[src/rtl/fcvt_sched.sv]
// Issue scheduler for the shared int-to-float converter: round-robin arbitration
// of two request ports, a 2-stage tag/format shadow pipeline, and valid/ready output.
module fcvt_sched #(
  parameter int unsigned TAG_W = 9
) (
  input  logic              clk,
  input  logic              rst,
  input  logic              flush,
  input  logic              req0_valid,
  input  logic              req1_valid,
  output logic              req0_ready,
  output logic              req1_ready,
  input  logic [64:0]       req0_A,
  input  logic [64:0]       req1_A,
  input  logic              req0_isS,
  input  logic              req1_isS,
  input  logic [1:0]        req0_fmt,
  input  logic [1:0]        req1_fmt,
  input  logic [TAG_W-1:0]  req0_tag,
  input  logic [TAG_W-1:0]  req1_tag,
  output logic              cv_en,
  output logic              cv_clkEn,
  output logic [64:0]       cv_A,
  output logic              cv_isS,
  output logic              cv_toSNG,
  output logic              cv_toDBL,
  output logic              cv_toEXT,
  input  logic [81:0]       cv_res,
  input  logic [1:0]        cv_rtyp,
  output logic              out_valid,
  input  logic              out_ready,
  output logic [81:0]       out_res,
  output logic [1:0]        out_rtyp,
  output logic [TAG_W-1:0]  out_tag,
  output logic              out_inv,
  output logic [1:0]        busy
);

  localparam logic [1:0] PTYPE_EXT = 2'd2;
  localparam logic [1:0] FMT_INV   = 2'd3;

  logic             s1_v_q, s1_v_d, s2_v_q, s2_v_d;
  logic             s1_inv_q, s1_inv_d, s2_inv_q, s2_inv_d;
  logic [TAG_W-1:0] s1_tag_q, s1_tag_d, s2_tag_q, s2_tag_d;
  logic             lp_q, lp_d;

  logic       stall, can_issue, gnt0, gnt1, gnt;
  logic [1:0] fmt_sel;

  assign stall     = s2_v_q & ~out_ready;
  assign can_issue = ~stall & ~flush & ~rst;
  // lp holds the last granted port; on contention the other port wins.
  assign gnt0      = can_issue & req0_valid & (~req1_valid | lp_q);
  assign gnt1      = can_issue & req1_valid & (~req0_valid | ~lp_q);
  assign gnt       = gnt0 | gnt1;
  assign fmt_sel   = gnt1 ? req1_fmt : req0_fmt;

  assign req0_ready = gnt0;
  assign req1_ready = gnt1;

  always_comb begin
    cv_en    = gnt;
    cv_clkEn = ~stall;
    cv_A     = '0;
    cv_isS   = 1'b0;
    cv_toSNG = 1'b0;
    cv_toDBL = 1'b0;
    cv_toEXT = 1'b0;
    if (gnt) begin
      cv_A     = gnt1 ? req1_A : req0_A;
      cv_isS   = gnt1 ? req1_isS : req0_isS;
      cv_toSNG = (fmt_sel == 2'd0);
      cv_toDBL = (fmt_sel == 2'd1);
      cv_toEXT = (fmt_sel == 2'd2);
    end
  end

  always_comb begin
    s1_v_d   = s1_v_q;
    s1_inv_d = s1_inv_q;
    s1_tag_d = s1_tag_q;
    s2_v_d   = s2_v_q;
    s2_inv_d = s2_inv_q;
    s2_tag_d = s2_tag_q;
    lp_d     = gnt ? gnt1 : lp_q;
    // Shadow stages move only when the converter's clock-enable is high.
    if (!stall) begin
      s1_v_d   = gnt;
      s1_inv_d = gnt & (fmt_sel == FMT_INV);
      s1_tag_d = gnt1 ? req1_tag : req0_tag;
      s2_v_d   = s1_v_q;
      s2_inv_d = s1_inv_q;
      s2_tag_d = s1_tag_q;
    end
    if (flush) begin
      s1_v_d = 1'b0;
      s2_v_d = 1'b0;
    end
  end

  always_ff @(posedge clk) begin
    if (rst) begin
      s1_v_q   <= 1'b0;
      s1_inv_q <= 1'b0;
      s1_tag_q <= '0;
      s2_v_q   <= 1'b0;
      s2_inv_q <= 1'b0;
      s2_tag_q <= '0;
      lp_q     <= 1'b1;
    end else begin
      s1_v_q   <= s1_v_d;
      s1_inv_q <= s1_inv_d;
      s1_tag_q <= s1_tag_d;
      s2_v_q   <= s2_v_d;
      s2_inv_q <= s2_inv_d;
      s2_tag_q <= s2_tag_d;
      lp_q     <= lp_d;
    end
  end

  always_comb begin
    out_valid = s2_v_q;
    out_inv   = s2_v_q & s2_inv_q;
    out_tag   = s2_v_q ? s2_tag_q : '0;
    out_res   = '0;
    out_rtyp  = '0;
    if (s2_v_q) begin
      out_res  = s2_inv_q ? '0 : cv_res;
      out_rtyp = s2_inv_q ? PTYPE_EXT : cv_rtyp;
    end
  end

  assign busy = {1'b0, s1_v_q} + {1'b0, s2_v_q};

endmodule
[config.mk]
export PLATFORM = sky130hd
export DESIGN_NAME = fcvt_sched
export DESIGN_NICKNAME = d
export VERILOG_FILES = /design/src/rtl/fcvt_sched.sv
export SDC_FILE = /design/constraint.sdc
export NUM_CORES = 1
export LEC_CHECK = 0
export BUFFER_PORTS_ARGS = -buffer_cell sky130_fd_sc_hd__buf_2
export CAP_MARGIN = 20
export CORE_AREA = 4 4 161 163
export DETAILED_ROUTE_END_ITERATION = 10
export DIE_AREA = 0 0 165 167
export GPL_TIMING_DRIVEN = 0
export PLACE_DENSITY = 0.45
export SLEW_MARGIN = 10
export SYNTH_ARGS = -nofsm -noshare
export SYNTH_HDL_FRONTEND = slang
export SYNTH_SLANG_ARGS = --single-unit
[constraint.sdc]
create_clock -name clk -period 4 [get_ports clk]
set_input_delay 0.4 -clock clk [delete_from_list [all_inputs] [get_ports clk]]
set_output_delay 0.4 -clock clk [all_outputs]
set_load 0.1 [all_outputs]
After elaboration in Yosys (flattened, before gate mapping)
Index checks and enable logic that the tools add are counted.

Word-level logic and storage cells: 46. Bits of input ports: 244. Output and inout bits: 170. Bits in registers: 23.

Bitwise logic cells: 19. Reductions and logical operators: 2. Muxes and demuxes: 14. Add/sub/neg operators: 1. Equal/unequal tests: 3.

Operators by type and width (number): $mux 82 (2); $mux 65 (2); $mux 9 (2); $and 1x1->1 (9); $not 1->1 (7); $mux 2 (3); $mux 1 (5); $eq 2x2->1 const B (2); $or 1x1->1 (3); $add 1x1->2 (1); $eq 2x1->1 const B (1); $logic_not 2->1 (1); $reduce_or 2->1 (1).

Longest topological paths before layout
Depth in word-level cells: 10. Depth in mapped cells: 7. Depth with buffers taken out: 4.

Least setup slack after synthesis
No wires, ideal clock.

Path kind: flip-flop to output port. Start: register s2_v_q (netlist: out_valid). End: output cv_toDBL. Setup slack: -0.044 ns. Data required time: 3.600 ns. Buffers on the path: 2. Stages on the path, launching flop included: 7. Data arrival time: 3.644 ns. Cell sequence: dfxtp_1 nor2b_1 buf_2 inv_2 buf_2 nand2_1 nor3b_1.

Longest elaborated chain between the ends: 9. Elaborated cells on any way between the ends: 12. Those cells by class: 1 x eq/ne; 2 x mux; 9 x bitwise.

RTL lines: start, declared (RTL line 42) `logic s1_v_q, s1_v_d, s2_v_q, s2_v_d;`; start signal, assigned (RTL line 114) `s2_v_q <= s2_v_d;`; $and 1x1->1 (*) (RTL line 50) `assign stall = s2_v_q & ~out_ready;`; $not 1->1 (*) (RTL line 51) `assign can_issue = ~stall & ~flush & ~rst;`; $and 1x1->1 (*) (2 in series) (RTL line 51); $and 1x1->1 (2 in series) (RTL line 54) `assign gnt1 = can_issue & req1_valid & (~req0_valid | ~lp_q);`; $mux 2 (RTL line 56) `assign fmt_sel = gnt1 ? req1_fmt : req0_fmt;`; $eq 2x1->1 (RTL line 73) `cv_toDBL = (fmt_sel == 2'd1);`; $mux 1 (*) (RTL line 69) `if (gnt) begin`; end, declared (RTL line 26) `output logic cv_toDBL,`.

Mark *: on every way between the ends. The rest lies on a longest branch, timed or not.

Worst setup path in the final report
Start: register s2_v_q (netlist: out_valid). End: output cv_A[27].

Longest elaborated chain between the ends: 8. Elaborated cells on any way between the ends: 11. Those cells by class: 2 x mux; 9 x bitwise.

RTL lines: $and 1x1->1 (*) (RTL line 50); $not 1->1 (*) (RTL line 51); $and 1x1->1 (*) (2 in series) (RTL line 51); $and 1x1->1 (on tied branches) (2 in series) (RTL line 54, 53); $mux 65 / $or 1x1->1 (equally long branches) (RTL line 70, 55); $mux 65 (*) (RTL line 69); end, declared (RTL line 23) `output logic [64:0] cv_A,`.

Marked as above.

==> results.ini <==
[clocking]
post_cts_buffers = 0
ctsHtreeMaxLevel = 1
cts_buffer_depth = 2
clock_latency_ns = 0.26
cts_resized = 0
cts_made_buffers = 3
clk_pin_slew_ns = 0.07
cts_sinks = 23
cts_root_buffer = clkbuf_16
tritoncts = yes
cts.hold.buffers_added = 0

[sta]
period_minus_slack_ns = 3.02
fin_crit_sh_pct = 75.6
hold_viol = 0
fmax_mhz = 331
grt_setup_unrepaired = false
worstMarginPinSlew_ns = 0.591
drv_slew = 0
finalSetupViolations = 0
clock_skew_ns = 0.00771
relSlewSlack_pct = 60.9
fin_setup_tns_ns = 0

[job]
drv_cap = 0

[final_layout]
final_cell_mix = buf_2 (445), and2_1 (93), a21oi_1 (79), nand4_1 (68), o31ai_1 (38)
areaGrowthSynthToFinish_pct = 75.6
drive_gt1_share_pct = 54.2
instances_no_fill = 1231
antennaDiodeCount = 0
seq_area_um2 = 460
multiInputGateArea_mm2 = 0.00254
final_common_cell = buf_2
utilization_pct = 24.4
fill_cells = 2837
nNetsFinal = 1153

[worst_hold_path]
hold_depth = 3
hold_class = in -> reg
min_from = req1_tag[4]

[global_routing]
grt_first_pass_wirelength_um = 35900
gr-total-overflow = 0
antenna_found_initial = 3
grt_pass1_vias = 5633
grt_usage_pct = 17.5
grt_max_degree = 14

[logic_synthesis]
ys_warn_count = 0
post_synth_instance_area_mm2 = 0.00338
synth_seq_cells = 23
async_flop_share_pct = 0
ys_types = 35
synth_edf_count = 0
yosys_most_used_dff = dfxtp_1
synth.avg_cell_area_um2 = 6.88
synthCells = 491
synth-seq-area-share_pct = 13.6
synth_fp_nets = 736

[place]
dp_hpwl_um = 22400
port_buffers = 412
place_inst = 1227
gp_congestion = 0.830

[pwr]
p_comb_share_pct = 56.9
p_leak_nw = 3.03
p_seq_share_pct = 22.8
vdd_drop_max_mv = 0.195
p_switching_uw = 535
swShare_pct = 49.4
intPower_uw = 548
p_per_area_mw_per_mm2 = 183
clkPwrFrac_pct = 20.3

[critical_path]
reg2reg_slack_ns = 2.00
cp_slowest_stage_delay_ns = 0.48
critPathKind = reg -> out
path_depth = 8
r2r_start = out_valid$_SDFFE_PP0N_
crit_family = buffers and inverters
crit_chain = nor2b_1 > buf_2 > inv_2 > buf_4 > o211ai_2 > buf_2 > a21oi_1 > buf_2
crit_end = cv_A[27]
cp_slowest_cell = buf_2
worstPathArrival_ns = 2.62
crit_fanout = 10
r2r_cells = 7
startpoint_type = register
crit-reg2reg-capture = s1_v_q$_SDFFE_PP0N_
worst-path-buf-inv = 5
timing.critical_path.mode_cell = buf_2
end_kind = output port
cp-startpoint = out_valid$_SDFFE_PP0N_
critical_path_required_ns = 3.60

[route]
ant_nets = 0
wl_per_cell_um = 21.5
viasPerCell = 4.54
drc = 0
via_count = 5587
routed_wl_um = 26500
first_iter_violations = 221
first_pass_iters = 5

[die]
start_util_pct = 13.9
fp.dieW_um = 165
rows = 57
core_area_mm2 = 0.0243
pin_count = 414
fp.dieH_um = 167
die_area_mm2 = 0.0276

[run_status]
outcome = finished clean

## metal layers
metal / part of all wire [%] / track usage, % / up-vias
met3: 8.3 / 3.95 / 32
met1: 32 / 16.0 / 2575
met5: 0.18 / 0 / -
met2: 56 / 36.8 / 313
li1: - / - / 2661
met4: 3.5 / 5.50 / 6
## kinds of logic (layout without fill, tap and decap cells)
family	after synthesis	count (layout)	share of synthesized area [%]
and+or+nand+nor	217	217	37.3
buffers and inverters	77	493	11.3
adders and majority gates	1	1	0.370
muxes	1	1	0.296
DFF	23	23	13.6
AOI/OAI and AO/OA	172	172	37.1
## cell usage after synthesis, drive strengths merged (3+ instances only)
cell / instances / area (um2)
nor2b: 3 / 18.8
dfxtp: 23 / 460
nor2: 15 / 63.8
a311oi: 9 / 78.8
clkbuf: 31 / 116
nand4: 68 / 425
o21ai: 9 / 45.0
inv: 3 / 11.3
o31ai: 67 / 648
nand2: 23 / 86.3
a21oi: 79 / 395
buf: 43 / 255
and2: 93 / 582
nand3: 10 / 50.1
## power groups by stage
stage	clock network, mW	registers [mW]	logic, mW
global placement	0	0.252	0.619
CTS	0.224	0.247	0.622
global route	0.238	0.248	0.653
finish	0.219	0.247	0.616
floorplan	0	0.251	0.403
detailed placement	0	0.252	0.619
## registers in the layout, summed over array words and instances (netlist names)
register,cells
s1_tag_q,9
s2_tag_q,9
lp_q,1
out_valid,1
s1_inv_q,1
s1_v_q,1
s2_inv_q,1
## through the flow
step | total power, mW | hold WS (ns) | worst slack, ns | instance area [um2]
CTS | 1.09 | 0.410 | 0.788 | 5930
finish | 1.08 | 0.415 | 0.977 | 5930
floorplan | 0.653 | 0.427 | 0.301 | 3380
global route | 1.14 | 0.425 | 0.749 | 5930
detailed placement | 0.872 | 0.440 | 1.08 | 5850
global placement | 0.871 | 0.437 | 1.11 | 5850
## how the worst min path moves through the flow
| stage | end |
|---|---|
| 4_1_cts | s1_tag_q[4]$_SDFFE_PP0N_ |
| 3_3_place_gp | s2_tag_q[7]$_SDFFE_PP0N_ |
| 6_report | s1_tag_q[4]$_SDFFE_PP0N_ |
| 3_5_place_dp | s2_tag_q[6]$_SDFFE_PP0N_ |
| 2_1_floorplan | s2_tag_q[0]$_SDFFE_PP0N_ |
| 5_1_grt | s1_tag_q[4]$_SDFFE_PP0N_ |
## worst register-to-register path, cell delays in order, from the launching register on
cell and delay, ns:
dfxtp_1 0.46, nor2b_1 0.17, buf_2 0.33, inv_2 0.06
buf_4 0.20, o211ai_2 0.22, buf_2 0.35, a21oi_1 0.09
## layout make-up
class / count / share of cell area [%]
plain buffers: 74 / 6.27
clock inverters: 1 / 0.0844
repair buffers: 412 / 34.8
flip-flops and latches: 23 / 7.77
clock buffers: 3 / 1.27
multi-input cells: 391 / 42.8
well taps: 324 / 6.84
inverters: 3 / 0.190
(Power assumes the default switching activity.)
